<file path="src/rtl/psc_pkg.sv">
// Shared types, limits and the round-robin pick function for pattern_scan_sched.
package psc_pkg;

  // Scheduler FSM states.
  typedef enum logic [1:0] {
    IDLE   = 2'd0,
    SHIFT  = 2'd1,
    REPORT = 2'd2
  } psc_state_t;

  // Largest supported requester count and pattern length.
  localparam int PSC_MAX_NREQ  = 4;
  localparam int PSC_MAX_PAT_W = 8;

  // Width of a requester index at the largest supported requester count.
  localparam int PSC_ID_W = 2;

  // Returns the first requester with valid set, searching circularly from
  // the one after 'last'. When nothing is valid, 'last' comes back unchanged;
  // the caller only uses the result when at least one request is valid.
  function automatic logic [PSC_ID_W-1:0] rr_next(
    input logic [PSC_MAX_NREQ-1:0] valid,
    input logic [PSC_ID_W-1:0]     last,
    input int                      nreq
  );
    logic [PSC_ID_W-1:0]     pick;
    logic                    found;
    logic [PSC_MAX_NREQ-1:0] rot;
    int                      idx;
    pick  = last;
    found = 1'b0;
    for (int i = 1; i <= PSC_MAX_NREQ; i++) begin
      idx = (int'(last) + i) % nreq;
      rot = valid >> idx;
      if (!found && (i <= nreq) && rot[0]) begin
        pick  = idx[PSC_ID_W-1:0];
        found = 1'b1;
      end else begin
        found = found;
      end
    end
    return pick;
  endfunction

endpackage

</file>
<file path="src/rtl/psc_bit_matcher.sv">
// Serial Mealy pattern matcher: keeps the recent-bit history, flags a match
// on the current bit and counts matches (saturating). A start pulse empties
// the history and clears the count, so matches never span two words.
// Macro PSC_OVERLAP_EN: when defined, the history is kept after a match so
// overlapping occurrences are counted; otherwise it is emptied after a match.
module psc_bit_matcher #(
  parameter int PAT_W = 4,
  parameter int CNT_W = 4
) (
  input  logic             clk,
  input  logic             rst_n,
  input  logic             start,
  input  logic             shift_en,
  input  logic             bit_in,
  input  logic [PAT_W-1:0] pattern,
  output logic             det,
  output logic [CNT_W-1:0] match_count
);
  import psc_pkg::*;

  // Fill counter is sized for the longest supported pattern.
  localparam int                 HLEN_W    = $clog2(psc_pkg::PSC_MAX_PAT_W);
  localparam logic [HLEN_W-1:0]  HLEN_FULL = HLEN_W'(PAT_W - 1);
  localparam logic [PAT_W-2:0]   HIST_CLR  = {(PAT_W-1){1'b0}};
  localparam logic [HLEN_W-1:0]  FILL_CLR  = {HLEN_W{1'b0}};
  localparam logic [CNT_W-1:0]   CNT_CLR   = {CNT_W{1'b0}};
  localparam logic [CNT_W-1:0]   CNT_MAX   = {CNT_W{1'b1}};

  logic [PAT_W-2:0]  hist_r;
  logic [HLEN_W-1:0] fill_r;
  logic [CNT_W-1:0]  count_r;
  logic              full_s;
  logic              det_s;
  logic [PAT_W-1:0]  shifted_s;

  // Match decode: the history must hold PAT_W-1 real bits of this word,
  // equal to the upper pattern bits, and the current bit the pattern LSB.
  always_comb begin
    full_s    = (fill_r == HLEN_FULL);
    shifted_s = {hist_r, bit_in};
    if (shift_en && full_s) begin
      det_s = (bit_in == pattern[0]) && (hist_r == pattern[PAT_W-1:1]);
    end else begin
      det_s = 1'b0;
    end
  end

  // History, fill level and saturating match count.
  always_ff @(posedge clk or negedge rst_n) begin
    if (!rst_n) begin
      hist_r  <= HIST_CLR;
      fill_r  <= FILL_CLR;
      count_r <= CNT_CLR;
    end else if (start) begin
      hist_r  <= HIST_CLR;
      fill_r  <= FILL_CLR;
      count_r <= CNT_CLR;
    end else if (shift_en) begin
`ifdef PSC_OVERLAP_EN
      hist_r <= shifted_s[PAT_W-2:0];
      fill_r <= full_s ? fill_r : (fill_r + HLEN_W'(1));
`else
      if (det_s) begin
        hist_r <= HIST_CLR;
        fill_r <= FILL_CLR;
      end else begin
        hist_r <= shifted_s[PAT_W-2:0];
        fill_r <= full_s ? fill_r : (fill_r + HLEN_W'(1));
      end
`endif
      if (det_s && (count_r != CNT_MAX)) begin
        count_r <= count_r + CNT_W'(1);
      end
    end
  end

  assign det         = det_s;
  assign match_count = count_r;

endmodule

</file>
<file path="src/rtl/pattern_scan_sched.sv">
// Round-robin scheduler sharing one serial pattern matcher among NREQ
// requesters. A granted word is scanned MSB-first, one bit per clock, and
// the match count is reported tagged with the requester id.
// Macro PSC_OVERLAP_EN selects overlapping match counting in the matcher.
module pattern_scan_sched #(
  parameter int               NREQ    = 2,
  parameter int               WORD_W  = 8,
  parameter int               PAT_W   = 4,
  parameter logic [PAT_W-1:0] PAT_RST = 4'b1011,
  parameter int               CNT_W   = 4
) (
  input  logic                     clk,
  input  logic                     rst_n,
  input  logic                     cfg_we,
  input  logic [PAT_W-1:0]         cfg_pattern,
  input  logic [NREQ-1:0]          req_valid,
  input  logic [NREQ*WORD_W-1:0]   req_data,
  output logic [NREQ-1:0]          req_ready,
  output logic                     res_valid,
  input  logic                     res_ready,
  output logic [$clog2(NREQ)-1:0]  res_id,
  output logic [CNT_W-1:0]         res_count,
  output logic                     det,
  output logic                     busy
);
  import psc_pkg::*;

  localparam int                   ID_W        = $clog2(NREQ);
  localparam int                   BIT_CNT_W   = $clog2(WORD_W);
  localparam logic [BIT_CNT_W-1:0] LAST_BIT    = BIT_CNT_W'(WORD_W - 1);
  localparam logic [BIT_CNT_W-1:0] BIT_CLR     = {BIT_CNT_W{1'b0}};
  localparam logic [ID_W-1:0]      RR_LAST_RST = ID_W'(NREQ - 1);
  localparam logic [ID_W-1:0]      ID_CLR      = {ID_W{1'b0}};
  localparam logic [NREQ-1:0]      GRANT_LSB   = {{(NREQ-1){1'b0}}, 1'b1};
  localparam logic [NREQ-1:0]      READY_CLR   = {NREQ{1'b0}};
  localparam logic [WORD_W-1:0]    WORD_CLR    = {WORD_W{1'b0}};
  localparam logic [CNT_W-1:0]     CNT_CLR     = {CNT_W{1'b0}};

  psc_state_t           state_r;
  psc_state_t           state_nxt_s;
  logic [ID_W-1:0]      grant_idx_s;
  logic                 grant_fire_s;
  logic                 shift_en_s;
  logic [ID_W-1:0]      rr_last_r;
  logic [ID_W-1:0]      id_r;
  logic [WORD_W-1:0]    word_r;
  logic [BIT_CNT_W-1:0] bit_cnt_r;
  logic [PAT_W-1:0]     pattern_r;
  logic                 res_valid_r;
  logic [ID_W-1:0]      res_id_r;
  logic [CNT_W-1:0]     res_count_r;
  logic                 det_s;
  logic [CNT_W-1:0]     match_count_s;

  // Round-robin choice among the currently valid requesters.
  always_comb begin
    grant_idx_s = ID_W'(rr_next(PSC_MAX_NREQ'(req_valid), PSC_ID_W'(rr_last_r), NREQ));
  end

  // FSM state register.
  always_ff @(posedge clk or negedge rst_n) begin
    if (!rst_n) begin
      state_r <= IDLE;
    end else begin
      state_r <= state_nxt_s;
    end
  end

  // FSM next state and control strobes.
  always_comb begin
    state_nxt_s  = state_r;
    grant_fire_s = 1'b0;
    shift_en_s   = 1'b0;
    case (state_r)
      IDLE: begin
        if (|req_valid) begin
          grant_fire_s = 1'b1;
          state_nxt_s  = SHIFT;
        end else begin
          state_nxt_s  = IDLE;
        end
      end
      SHIFT: begin
        shift_en_s = 1'b1;
        if (bit_cnt_r == LAST_BIT) begin
          state_nxt_s = REPORT;
        end else begin
          state_nxt_s = SHIFT;
        end
      end
      REPORT: begin
        if (res_valid_r && res_ready) begin
          state_nxt_s = IDLE;
        end else begin
          state_nxt_s = REPORT;
        end
      end
      default: begin
        state_nxt_s = IDLE;
      end
    endcase
  end

  // One-hot accept pulse; held off while reset is asserted so a waiting
  // requester never sees an accept that the reset is about to discard.
  always_comb begin
    req_ready = READY_CLR;
    if (grant_fire_s && rst_n) begin
      req_ready = GRANT_LSB << grant_idx_s;
    end else begin
      req_ready = READY_CLR;
    end
  end

  // Word capture at grant, then MSB-first shifting with a bit position count.
  always_ff @(posedge clk or negedge rst_n) begin
    if (!rst_n) begin
      word_r    <= WORD_CLR;
      bit_cnt_r <= BIT_CLR;
      id_r      <= ID_CLR;
      rr_last_r <= RR_LAST_RST;
    end else if (grant_fire_s) begin
      word_r    <= req_data[int'(grant_idx_s)*WORD_W +: WORD_W];
      bit_cnt_r <= BIT_CLR;
      id_r      <= grant_idx_s;
      rr_last_r <= grant_idx_s;
    end else if (shift_en_s) begin
      word_r    <= {word_r[WORD_W-2:0], 1'b0};
      bit_cnt_r <= bit_cnt_r + BIT_CNT_W'(1);
    end
  end

  // Pattern register: writable only while idle, so a write landing together
  // with a grant already applies to that grant's scan.
  always_ff @(posedge clk or negedge rst_n) begin
    if (!rst_n) begin
      pattern_r <= PAT_RST;
    end else if ((state_r == IDLE) && cfg_we) begin
      pattern_r <= cfg_pattern;
    end
  end

  // Result registers: captured on the first REPORT cycle, held until taken.
  always_ff @(posedge clk or negedge rst_n) begin
    if (!rst_n) begin
      res_valid_r <= 1'b0;
      res_id_r    <= ID_CLR;
      res_count_r <= CNT_CLR;
    end else if (state_r == REPORT) begin
      if (!res_valid_r) begin
        res_valid_r <= 1'b1;
        res_id_r    <= id_r;
        res_count_r <= match_count_s;
      end else if (res_ready) begin
        res_valid_r <= 1'b0;
      end
    end else begin
      res_valid_r <= 1'b0;
    end
  end

  psc_bit_matcher #(
    .PAT_W (PAT_W),
    .CNT_W (CNT_W)
  ) u_matcher (
    .clk         (clk),
    .rst_n       (rst_n),
    .start       (grant_fire_s),
    .shift_en    (shift_en_s),
    .bit_in      (word_r[WORD_W-1]),
    .pattern     (pattern_r),
    .det         (det_s),
    .match_count (match_count_s)
  );

  assign det       = det_s;
  assign busy      = (state_r != IDLE);
  assign res_valid = res_valid_r;
  assign res_id    = res_id_r;
  assign res_count = res_count_r;

endmodule

</file>
<file path="config.mk">
export PLATFORM = sky130hd
export DESIGN_NAME = pattern_scan_sched
export DESIGN_NICKNAME = d
export VERILOG_FILES = /design/src/rtl/psc_pkg.sv /design/src/rtl/psc_bit_matcher.sv /design/src/rtl/pattern_scan_sched.sv
export SDC_FILE = /design/constraint.sdc
export NUM_CORES = 1
export LEC_CHECK = 0
export CORE_UTILIZATION = 45
export CTS_CLUSTER_SIZE = 10
export DETAILED_ROUTE_END_ITERATION = 12
export GPL_TIMING_DRIVEN = 0
export MAX_ROUTING_LAYER = met4
export PLACE_DENSITY = 0.75
export SKIP_LAST_GASP = 1
export SYNTH_ARGS = -nofsm -noshare
export SYNTH_HDL_FRONTEND = slang
export SYNTH_SLANG_ARGS = --single-unit
</file>
<file path="constraint.sdc">
create_clock -name clk -period 1.74 [get_ports clk]
set_clock_uncertainty 0.05 [all_clocks]
set_input_delay 0.348 -clock clk [delete_from_list [all_inputs] [get_ports clk]]
set_output_delay 0.348 -clock clk [all_outputs]
set_load 0.005 [all_outputs]
</file>
==> qor.csv <==
stage,metric,value,unit
run_status,outcome,"complete, but fails checks",
run_status,failing checks,negative setup slack,
global_routing,vias in the first global route,1583,
timing,max-slew violation count,0,
timing,Slew HR,70.9,%
drt,via count,1525,
finish,most frequent cells in the layout,"dfrtp_1, nand2_1, clkdlybuf4s50_1",
drt,DRT iter0 DRCs,92,
drt,DR DRC count,0,
place,placed instance count,252,
cts,Clock transition at path regs,0.07,ns
drt,DR WL/cell,14.4,um
pwr,Cell Pwr Density,1620,mW/mm2
place,DP Worst Slack,-0.727,ns
global_routing,GRT Total Usage,24.2,%
place,Buffers on Ports,35,
floorplanning,DIE AREA,0.00408,mm2
logic_synthesis,largest cells by area after synthesis,"dfrtp_1, nand2_1, dfstp_2, mux2_2, mux2i_1",
timing,setup violators final,3,
floorplanning,# IOs,36,
global_routing,initial antenna violation count,0,
setup_path,critical path type,flop to output pin,
global_routing,first-pass GRT wire length,7.30,mm
logic_synthesis,Syn Std Cell Area,0.00172,mm2
cts,CTS max path bufs,2,
logic_synthesis,"Distinct cells, synth",32,
logic_synthesis,Post-Syn Nets,200,
finish,Area Growth Syn to Fin,45.0,%
job,max-capacitance violation count,0,
logic_synthesis,Syn Inst Count,169,
setup_path,Worst R2R Setup Slack,0.06,ns
setup_path,Reg2Reg Depth,5,
setup_path,"Req. time, crit path",1.34,ns
setup_path,crit path launch,pattern_r[1]$_DFFE_PN1P_,
logic_synthesis,post-synth top area share,45.1,%
setup_path,crit path to,det,
finish,final core occ,68.2,%
place,gp weighted congestion,0.831,
cts,CTS sink count,35,
setup_path,"Max FO, Critical Path",2,
timing,worst-margin pin slew,0.436,ns
cts,total CTS buffers,5,
timing,minimum clock period after layout,1.83,ns
floorplanning,chip height,63.9,um
floorplanning,FP Rows,22,
timing,Hold Fails Final Rpt,0,
logic_synthesis,synthesis-stage register bit count,35,
logic_synthesis,"area leader, netlist",dfrtp_1,
setup_path,CP endpoint kind,output pin,
timing,post-route setup slack,-0.0933,ns
timing,final cycle utilization of the critical path,105,%
finish,"Design Area, Final",0.00250,mm2
logic_synthesis,YS warnings,0,
timing,Peak Freq,545,MHz
cts,CTS tree,yes,
floorplanning,Initial Util,47.0,%
global_routing,pin count of the biggest net entering global routing,32,
pwr,leakage power,1.17,nW
hold_path,Hold Path Class,input pin to asynchronous set/reset pin,
setup_path,FF-to-FF End,u_matcher.match_count[0]$_DFFE_PN0P_,
drt,final WL,4.11,mm
logic_synthesis,"Seq/Total Area, Yosys",51.2,%
drt,Pre-antenna DRT Iters,4,
setup_path,critical path startpoint category,flop,
pwr,Worst IR Drop VDD,0.000830,V
timing,Min Hold Slack,0.0128,ns
finish,share of layout cells above drive strength 1,31.1,%
timing,RSZ-0062 raised after global routing,yes,
logic_synthesis,syn avg cell area,10.2,um2
finish,antenna fix cells,0,
place,post-detail-place hpwl,2.69,mm
floorplanning,Die Span X,63.9,um
finish,"leading cell type in the layout, fill and taps excluded",dfrtp_1,
setup_path,r2r startpoint,pattern_r[3]$_DFFE_PN1P_,
drt,Detail Route Antenna Nets,0,
place,post-detailed-placement cell area,0.00213,mm2
drt,post-DR vias/cell,5.33,
setup_path,crit path DAT,1.44,ns
cts,H-tree Lvls,2,
global_routing,final global-route overflow total,0,
finish,nets,268,
finish,fin cells,286,
floorplanning,core box area,0.00366,mm2
cts,"Clk Latency, worst-skew pair",0.29,ns
cts,CTS Root Cell,clkbuf_8,
[power by group]
part | internal (W) | total (W) | switching, W
Clock | 0.000319 | 0.000606 | 0.000287
Combinational | 0.00109 | 0.00202 | 0.000935
Sequential | 0.00118 | 0.00143 | 0.000251
Total | 0.00258 | 0.00405 | 0.00147
[through the flow]
| step | total power, W | TNS (ns) |
|---|---|---|
| 2_1_floorplan | 0.00241 | 0 |
| 3_3_place_gp | 0.00280 | -18.86 |
| 6_report | 0.00405 | -0.133 |
| 4_1_cts | 0.00392 | -0.324 |
| 5_1_grt | 0.00439 | -0.353 |
| 3_5_place_dp | 0.00288 | -3.27 |
[critical path, cell delays in order (launching register included)]
cell and delay (ns):
dfstp_2 0.56, xnor2_2 0.12, and4_4 0.24, and2_4 0.14, buf_6 0.08
[logic make-up (layout without fill, tap and decap cells)]
kind of cell | count (synthesis) | after routing | synth area share (%)
simple gates | 65 | 65 | 18.2
xor+xnor | 4 | 4 | 2.03
compound gates | 33 | 33 | 11.3
mux | 17 | 17 | 10.5
buf+inv | 10 | 79 | 3.13
flops | 35 | 35 | 51.2
fa+ha+maj | 5 | 5 | 3.63
[routing by layer]
layer  global-route usage, %  vias up  wire, um
li1                        -      727         -
met1                    28.3      726      1690
met2                    40.6       58      2030
met3                    6.07       14       270
met4                    8.24        0       117
met5                       -        -         0
[registers in the layout, summed over array words and instances (netlist names)]
signal,count
id_r,1
rr_last_r,1
word_r,8
res_id,1
pattern_r,4
u_matcher.fill_r,3
u_matcher.match_count,4
u_matcher.hist_r,3
res_valid,1
state_r,2
bit_cnt_r,3
res_count,4
[synthesized netlist by cell type, drive strengths merged]
cell type  instances
dfrtp             31
nand2             30
o21ai             16
a21oi             11
and3               9
mux2               9
mux2i              8
nand3              7
nor2               7
buf                6
ha                 5
dfstp              4
xnor2              4
and2               3
a31oi              2
clkbuf             2
inv                2
nand2b             2
nand4              2
nor2b              2
or3                2
a211oi             1
a21o               1
a311oi             1
and4               1
o32ai              1
[worst min path at each step]
stage | cells past startpoint | from | endpoint | slack, ns
after floorplan | 0 | rst_n | bit_cnt_r[0]$_DFFE_PN0P_ | 0.002
after global placement | 2 | id_r$_DFFE_PN0P_ | id_r$_DFFE_PN0P_ | 0.42
after detailed placement | 1 | rst_n | u_matcher.match_count[2]$_DFFE_PN0P_ | 0.42
after CTS | 1 | rst_n | rr_last_r$_DFFE_PN1P_ | 0.01
after global routing | 1 | rst_n | rr_last_r$_DFFE_PN1P_ | 0.02
final | 1 | rst_n | rr_last_r$_DFFE_PN1P_ | 0.01
[timing repair]
| action | in CTS | in global routing |
|---|---|---|
| hold endpoints to repair | 31 | 0 |
| gates resized for setup | 32 | 6 |
| hold buffers | 1 | 0 |
| setup endpoints to repair | 12 | 6 |
| buffers inserted | 21 | 6 |
| gates cloned | 0 | 0 |
| pin swaps | 9 | 6 |
[final cells by class]
class                           instances  area [um2]
Clock buffer                            7        86.3
Multi-Input combinational cell        124         858
Timing Repair Buffer                   62         554
Fill cell                             281        1160
Sequential cell                        35         881
Inverter                                2        7.51
Clock inverter                          1        5.00
Tap cell                               48        60.1
Buffer                                  7        43.8
(Power assumes the default switching activity.)
